===== src/rtl/oc_sched.sv =====
// oc_sched: round-robin scheduler sharing one ones counter (oc) between
// REQS requesters; accumulates each frame's set-bit total.
// Ports:
//   clk, rst          : clock, async active-high reset
//   req_valid/ready   : per-requester word handshake (ready one-hot or 0)
//   req_data/last     : requester r word at [r*W +: W], end of frame
//   res_valid/ready   : result handshake
//   res_count/id/ovf  : saturated frame total, requester index, saturated

module oc #(
  parameter int N = 6
) (
  input  logic [(2**(N+1))-2:0] i_data,
  output logic [N:0]            o_count
);

  always_comb begin
    o_count = '0;
    for (int i = 0; i < (2**(N+1))-1; i++)
      o_count = o_count + (N+1)'(i_data[i]);
  end

endmodule

module oc_sched #(
  parameter int N     = 6,
  parameter int REQS  = 4,
  parameter int CNT_W = 16,
  localparam int W    = (2**(N+1))-1
) (
  input  logic              clk,
  input  logic              rst,
  input  logic [REQS-1:0]   req_valid,
  output logic [REQS-1:0]   req_ready,
  input  logic [REQS*W-1:0] req_data,
  input  logic [REQS-1:0]   req_last,
  output logic              res_valid,
  input  logic              res_ready,
  output logic [CNT_W-1:0]  res_count,
  output logic [2:0]        res_id,
  output logic              res_ovf
);

  localparam int GW = (REQS > 1) ? $clog2(REQS) : 1;

  typedef enum logic [1:0] {
    S_IDLE,
    S_BUSY,
    S_RESULT
  } state_t;

  state_t           r_state;
  logic [GW-1:0]    r_g;
  logic [GW-1:0]    r_ptr;
  logic [CNT_W-1:0] r_acc;
  logic             r_ovf;
  logic [REQS-1:0]  r_ready;
  logic             r_res_valid;
  logic [CNT_W-1:0] r_res_count;
  logic [2:0]       r_res_id;
  logic             r_res_ovf;

  logic [W-1:0]     w_word;
  logic [N:0]       w_pop;
  logic [CNT_W:0]   w_sum;
  logic [CNT_W-1:0] w_acc_nxt;
  logic             w_ovf_nxt;
  logic             w_beat;
  logic             w_hit;
  logic [GW-1:0]    w_gnt;

  always_comb begin
    w_word = req_data[int'(r_g)*W +: W];
  end

  oc #(.N(N)) u_oc (
    .i_data  (w_word),
    .o_count (w_pop)
  );

  // Carry-out of the widened sum flags saturation
  assign w_sum     = {1'b0, r_acc} + (CNT_W+1)'(w_pop);
  assign w_acc_nxt = w_sum[CNT_W] ? '1 : w_sum[CNT_W-1:0];
  assign w_ovf_nxt = r_ovf | w_sum[CNT_W];
  assign w_beat    = (r_state == S_BUSY) & req_valid[r_g];

  // First valid requester after ptr, wrapping
  always_comb begin
    w_hit = 1'b0;
    w_gnt = '0;
    for (int i = 1; i <= REQS; i++) begin
      if (!w_hit && req_valid[(int'(r_ptr)+i) % REQS]) begin
        w_hit = 1'b1;
        w_gnt = GW'((int'(r_ptr)+i) % REQS);
      end
    end
  end

  always_ff @(posedge clk or posedge rst) begin
    if (rst) begin
      r_state     <= S_IDLE;
      r_g         <= '0;
      r_ptr       <= GW'(REQS-1);
      r_acc       <= '0;
      r_ovf       <= 1'b0;
      r_ready     <= '0;
      r_res_valid <= 1'b0;
      r_res_count <= '0;
      r_res_id    <= '0;
      r_res_ovf   <= 1'b0;
    end else begin
      unique case (r_state)
        S_IDLE: begin
          if (w_hit) begin
            r_g     <= w_gnt;
            r_acc   <= '0;
            r_ovf   <= 1'b0;
            r_ready <= REQS'(1) << w_gnt;
            r_state <= S_BUSY;
          end
        end
        S_BUSY: begin
          if (w_beat) begin
            r_acc <= w_acc_nxt;
            r_ovf <= w_ovf_nxt;
            if (req_last[r_g]) begin
              r_res_count <= w_acc_nxt;
              r_res_ovf   <= w_ovf_nxt;
              r_res_id    <= 3'(r_g);
              r_ptr       <= r_g;
              r_ready     <= '0;
              r_res_valid <= 1'b1;
              r_state     <= S_RESULT;
            end
          end
        end
        S_RESULT: begin
          if (res_ready) begin
            r_res_valid <= 1'b0;
            r_state     <= S_IDLE;
          end
        end
        default: r_state <= S_IDLE;
      endcase
    end
  end

  assign req_ready = r_ready;
  assign res_valid = r_res_valid;
  assign res_count = r_res_count;
  assign res_id    = r_res_id;
  assign res_ovf   = r_res_ovf;

endmodule


===== config.mk =====
export PLATFORM = sky130hd
export DESIGN_NAME = oc_sched
export DESIGN_NICKNAME = d
export VERILOG_FILES = /design/src/rtl/oc_sched.sv
export SDC_FILE = /design/constraint.sdc
export NUM_CORES = 1
export LEC_CHECK = 0
export ABC_AREA = 1
export CORE_AREA = 2 2 209 211
export CTS_BUF_LIST = sky130_fd_sc_hd__clkbuf_16
export DETAILED_ROUTE_END_ITERATION = 8
export DIE_AREA = 0 0 211 213
export SYNTH_ARGS = -nofsm -noshare
export SYNTH_HDL_FRONTEND = slang
export SYNTH_HIERARCHICAL = 1
export SYNTH_SLANG_ARGS = --single-unit

===== constraint.sdc =====
create_clock -name clk -period 8.8 [get_ports clk]
set_input_delay 1.76 -clock clk [delete_from_list [all_inputs] [get_ports clk]]
set_output_delay 1.76 -clock clk [all_outputs]
set_load 0.03 [all_outputs]

# Yosys cells after proc, flatten, opt, wreduce, memory -nomap -nowiden
# Cells that the tools add are included.
# Widths: inputs -> output; s select.
# word_totals
ff_bits,47
latchBits,0
ram_bits,0
romBits,0
in_bits,519
wordCells,224
n_memories,0
# classes
add_sub_neg,131
mul,1
div,0
n_lt_le_gt_ge,5
n_eq_ne,6
shift,2
mux,44
bitwise,6
reduce_logical,19
# op_table
cell,count
$add 7x1->7,125
$shiftx 508x10->127,1
$mux 16,3
$pmux 16 s2,1
$mux 1,19
$add 16x7->17,1
$lt 3x4->1 const B,4
$mux 2,8
$bmux 1 s2,6
$mux 4,3
$reduce_and 4->1,3
$mul 2x7->9 const B,1
$pmux 4 s2,1
$reduce_or 2->1,4
$ne 2x2->1 const B,3
$pmux 2 s3,1
$reduce_and 3->1,2
$add 2x1->2 const B,2
$add 2x2->2 const B,2
$and 1x1->1 const A,4
$pmux 1 s2,2
$reduce_bool 2->1,2
$shl 1x2->4 const A,1
$logic_and 1x1->1,3
other kinds (10),12

# Depth between registers and ports, before layout
# logic_depth
word_depth,132
ltp_mapped,43
mapped_depth_nobuf,39

# Cells and area by module
# The synthesis kept the hierarchy.
# modules_own_cells
module,n_inst,cells_per_inst,area_per_inst_um2,seq_area_each_um2
oc_sched,1,1110,6098.3,1178.6
oc,1,349,3409.5,0.0

# Least setup slack after synthesis
# No wires, ideal clock.
# synth_path
kind,input port to flip-flop
start,in req_data[180]
end,reg r_acc[14]
setup_ns,0.065
arrival_ns,9.440
required_time_ns,8.735
slack_ns,-0.705
stages,35
path_buffers,1
path_cell_list,o21ai_0 o22ai_1 fa_1 inv_1 fa_1 inv_1 fa_1 inv_1 fa_1 inv_1 fa_1 inv_1 fa_1 fa_1 fa_1 fa_1 fa_1 fa_1 fa_1 inv_1 nand2_1 nand2_1 nand3_1 nand3_1 nand2_1 ha_1 nand2_1 o21ai_0 nand2_1 nand2_2 nand2_2 buf_2 nand3_1 nand2_1 nand2_1
# synth_rtl
element,line_no,source
start: declaration,35,"input logic [REQS*W-1:0] req_data,"
$shiftx 508x10->127,73,w_word = req_data[int'(r_g)*W +: W];
net w_word[53],63,logic [W-1:0] w_word;
$add 7x1->7 (74 in series),20,o_count = o_count + (N+1)'(i_data[i]);
net w_pop[6],64,logic [N:0] w_pop;
$add 16x7->17,82,"assign w_sum = {1'b0, r_acc} + (CNT_W+1)'(w_pop);"
$mux 16,83,assign w_acc_nxt = w_sum[CNT_W] ? '1 : w_sum[CNT_W-1:0];
$mux 16,123,if (w_beat) begin
$pmux 16 s2,112,unique case (r_state)
end signal: assignment,124,r_acc <= w_acc_nxt;
end: declaration,55,logic [CNT_W-1:0] r_acc;
# The timed path passes the listed nets, and every way through them passes these cells. The select of a mux whose other input is x is not followed.
# A chain may end at the register's enable or synchronous reset.

# Worst setup path in the final report
# layout_path
start,in req_data[358]
end,reg r_acc[15]
# layout_rtl
element,line_no
$shiftx 508x10->127,73
net w_word[104],63
$add 7x1->7 (23 in series),20
net w_pop[4],64
$add 16x7->17,82
$mux 16,83
$mux 16,123
$pmux 16 s2,112
# The timed path passes the listed nets, and every way through them passes these cells. The select of a mux whose other input is x is not followed.

==> qor.txt <==
core area -> 0.0427 mm2
Clock Tree Root -> clkbuf_16
vias per cell -> 4.86
final WL -> 56,300 um
DR pass1 iterations -> 5
Syn Nets -> 2,124
Final #Nets -> 2,710
FMAX -> 104 MHz
P&R area growth vs syn -> 82.8%
slew at the pin closest to its max-slew limit -> 1090 ps
vias in the first global route -> 12,800
slew margin rel. -> 27.0%
first-pass GRT wire length -> 79,800 um
pin count of the biggest net entering global routing -> 48
Worst Clk Skew -> 7.77 ps
Final Max Tran Viols -> 0
initial antenna violation count -> 26
critical path's most frequent cell -> fa_1
post-DP HPWL -> 48,100 um
# setup viols final -> 34
status -> finished with violations
CP peak stage delay -> 540 ps
Crit Path Max Fanout -> 5
Starting Density -> 22.3%
max-cap violation count -> 0
top cells by area, synth -> fa_1, o21ai_0, dfrtp_1
violated checks -> negative setup slack
via count -> 12,600
Avg Cell Area, Syn -> 6.52 um2
H-tree levels -> 2
gr usage total -> 24.2%
share of cells above drive strength 1 -> 24.3%
R2R Setup Slk -> -330 ps
Routed WL per cell -> 21.7 um
fin area -> 0.0174 mm2
Arr. time, crit path -> 9840 ps
Num Clock Sinks -> 47
Cells after Synth -> 1,459
TritonCTS clock tree -> done
register area -> 0.00119 mm2
Setup crit start kind -> primary input
area of the multi-input gates -> 0.00834 mm2
num rows -> 76
num ports -> 544
Synth Cell Area -> 0.00951 mm2
# port buffers -> 542
distinct cell type count after synthesis -> 33
synthesized flop and latch total -> 47
Synth warnings -> 6
full die area -> 0.0449 mm2
Clock transition at path regs -> 70 ps
grt ovf -> 0
clk buf depth -> 2
TritonCTS buffer count -> 5
Final ANT Viol Nets -> 0
placed cell areas -> 0.0164 mm2
Initial DRC Count -> 750
fin crit share -> 109%
register area share after synthesis -> 12.4%
slowest CP cell -> fa_1
clock latency on the worst-skew pair -> 290 ps
detailed-route DRC error count -> 0
WP data required -> 9020 ps
placer's final routability congestion estimate -> 0.996
worst hold-check path type -> flop to flop
Worst Setup Path Type -> primary input to flop
Fillers -> 4,477
die width -> 211 um
Setup WS post-layout -> -819 ps
post-layout util -> 40.7%
leading area contributor after synthesis -> fa_1
RSZ-0062 raised after global routing -> yes
Final Hold Viols -> 0
die height -> 213 um
crit end category -> flop
min Tclk post-route -> 9620 ps
Yosys top cell area share -> 24.2%
## cell type report
class | count | share of cell area [%]
clock inverters | 3 | 0.108
multi-input cells | 1104 | 48.0
repair buffers | 668 | 35.5
diodes | 9 | 0.130
clock buffers | 5 | 0.720
flip-flops and latches | 47 | 6.83
well taps | 546 | 3.93
inverters | 219 | 4.83
## layout by cell type, fill, tap and decap left out, types with 29 or more instances in the layout
| cell | synthesis | layout |
|---|---|---|
| ha_1 | 31 | 30 |
| dlymetal6s2s_1 | 0 | 29 |
| inv_1 | 214 | 187 |
| o21ai_2 | 0 | 68 |
| buf_4 | 2 | 105 |
| nand2_1 | 193 | 172 |
| nor2_2 | 2 | 56 |
| dlygate4sd2_1 | 0 | 109 |
| nor2_1 | 276 | 212 |
| o21ai_1 | 10 | 68 |
| clkbuf_2 | 0 | 52 |
| o21ai_0 | 265 | 135 |
| dfrtp_1 | 45 | 43 |
| fa_1 | 115 | 110 |
| o22ai_1 | 127 | 77 |
| o22ai_2 | 0 | 38 |
| clkdlybuf4s50_1 | 0 | 297 |
| clkdlybuf4s15_1 | 0 | 30 |
## final timing paths
check                                            end                      start  depth (start not counted)
setup / recovery               r_acc[15]$_DFFE_PP0P_              req_data[358]                         33
hold / removal             res_count[10]$_DFFE_PP0P_  res_count[10]$_DFFE_PP0P_                          2
setup reg to reg               r_acc[15]$_DFFE_PP0P_         r_g[0]$_DFFE_PP0P_                         36
hold reg to reg            res_count[10]$_DFFE_PP0P_  res_count[10]$_DFFE_PP0P_                          2
max in group asynchronous         r_g[1]$_DFFE_PP0P_                        rst                          3
min in group asynchronous   req_ready[1]$_DFFE_PP0P_                        rst                          3
## per-layer routing
metal | wire length (um) | global-route usage, % | up-vias | share of wire [%]
met3 | 4160 | 4.15 | 67 | 7.4
met1 | 24400 | 31.5 | 6077 | 43
li1 | - | - | 5917 | -
met4 | 950 | 3.74 | 10 | 1.7
met2 | 26700 | 42.4 | 565 | 47
met5 | 65 | 0 | - | 0.12
## synth_stat cells (all sizes together)
library cell	instances
dfstp	2
nand4	5
clkbuf	67
a21boi	1
fa	115
conb	1
nor2	279
nor3	4
nand3	38
clkinv	1
dfrtp	45
o21ai	275
xnor2	3
a31oi	3
inv	218
xor2	2
o22ai	127
nand3b	1
buf	25
and2	1
ha	31
a21oi	12
a21o	1
nand2	202
## critical path: cells and delay by family
family | cells | cell delay, ps
and+or+nand+nor | 10 | 790
adders and majority gates | 12 | 5490
AOI/OAI and AO/OA | 4 | 910
buffers and inverters | 6 | 760
xor gates and xnor gates | 1 | 130
## sequential cells by signal (all words and copies together) (netlist names)
register	flops
req_ready	4
res_count	16
r_ptr	2
res_valid	1
r_state	2
res_ovf	1
r_acc	16
r_g	2
res_id	2
r_ovf	1
## through the flow
stage / hold slack [ps] / setup WS (ps) / TNS, ps / instances
final: 484 / -819 / -25100 / 2601
after global routing: 511 / -1040 / -32670 / 2597
after CTS: 488 / -876 / -27590 / 2591
after detailed placement: 465 / -1720 / -56040 / 2583
after global placement: 473 / -1700 / -54620 / 2583
after floorplan: 446 / -450 / -13530 / 1459
## cells by family (layout without fill, tap and decap cells)
logic type	after synthesis	after routing	synth area share, %
compound gates	419	419	23.8
simple gates	530	533	22.3
flops	47	47	12.4
fa+ha+maj	146	146	28.3
xor+xnor	5	5	0.461
other cells	1	10	0.0394
buf+inv	311	895	12.7
## repair_timing
item / CTS / global route
pin swaps: 234 / 156
setup buffers: 4 / 2
setup endpoints to repair: 34 / 34
gates resized for setup: 574 / 283
gates cloned: 3 / 0
hold buffers: 0 / 0
Power is left out: the tool's default activity adds up to more than one toggle a clock period on the data nets, which glitch-free logic cannot reach.
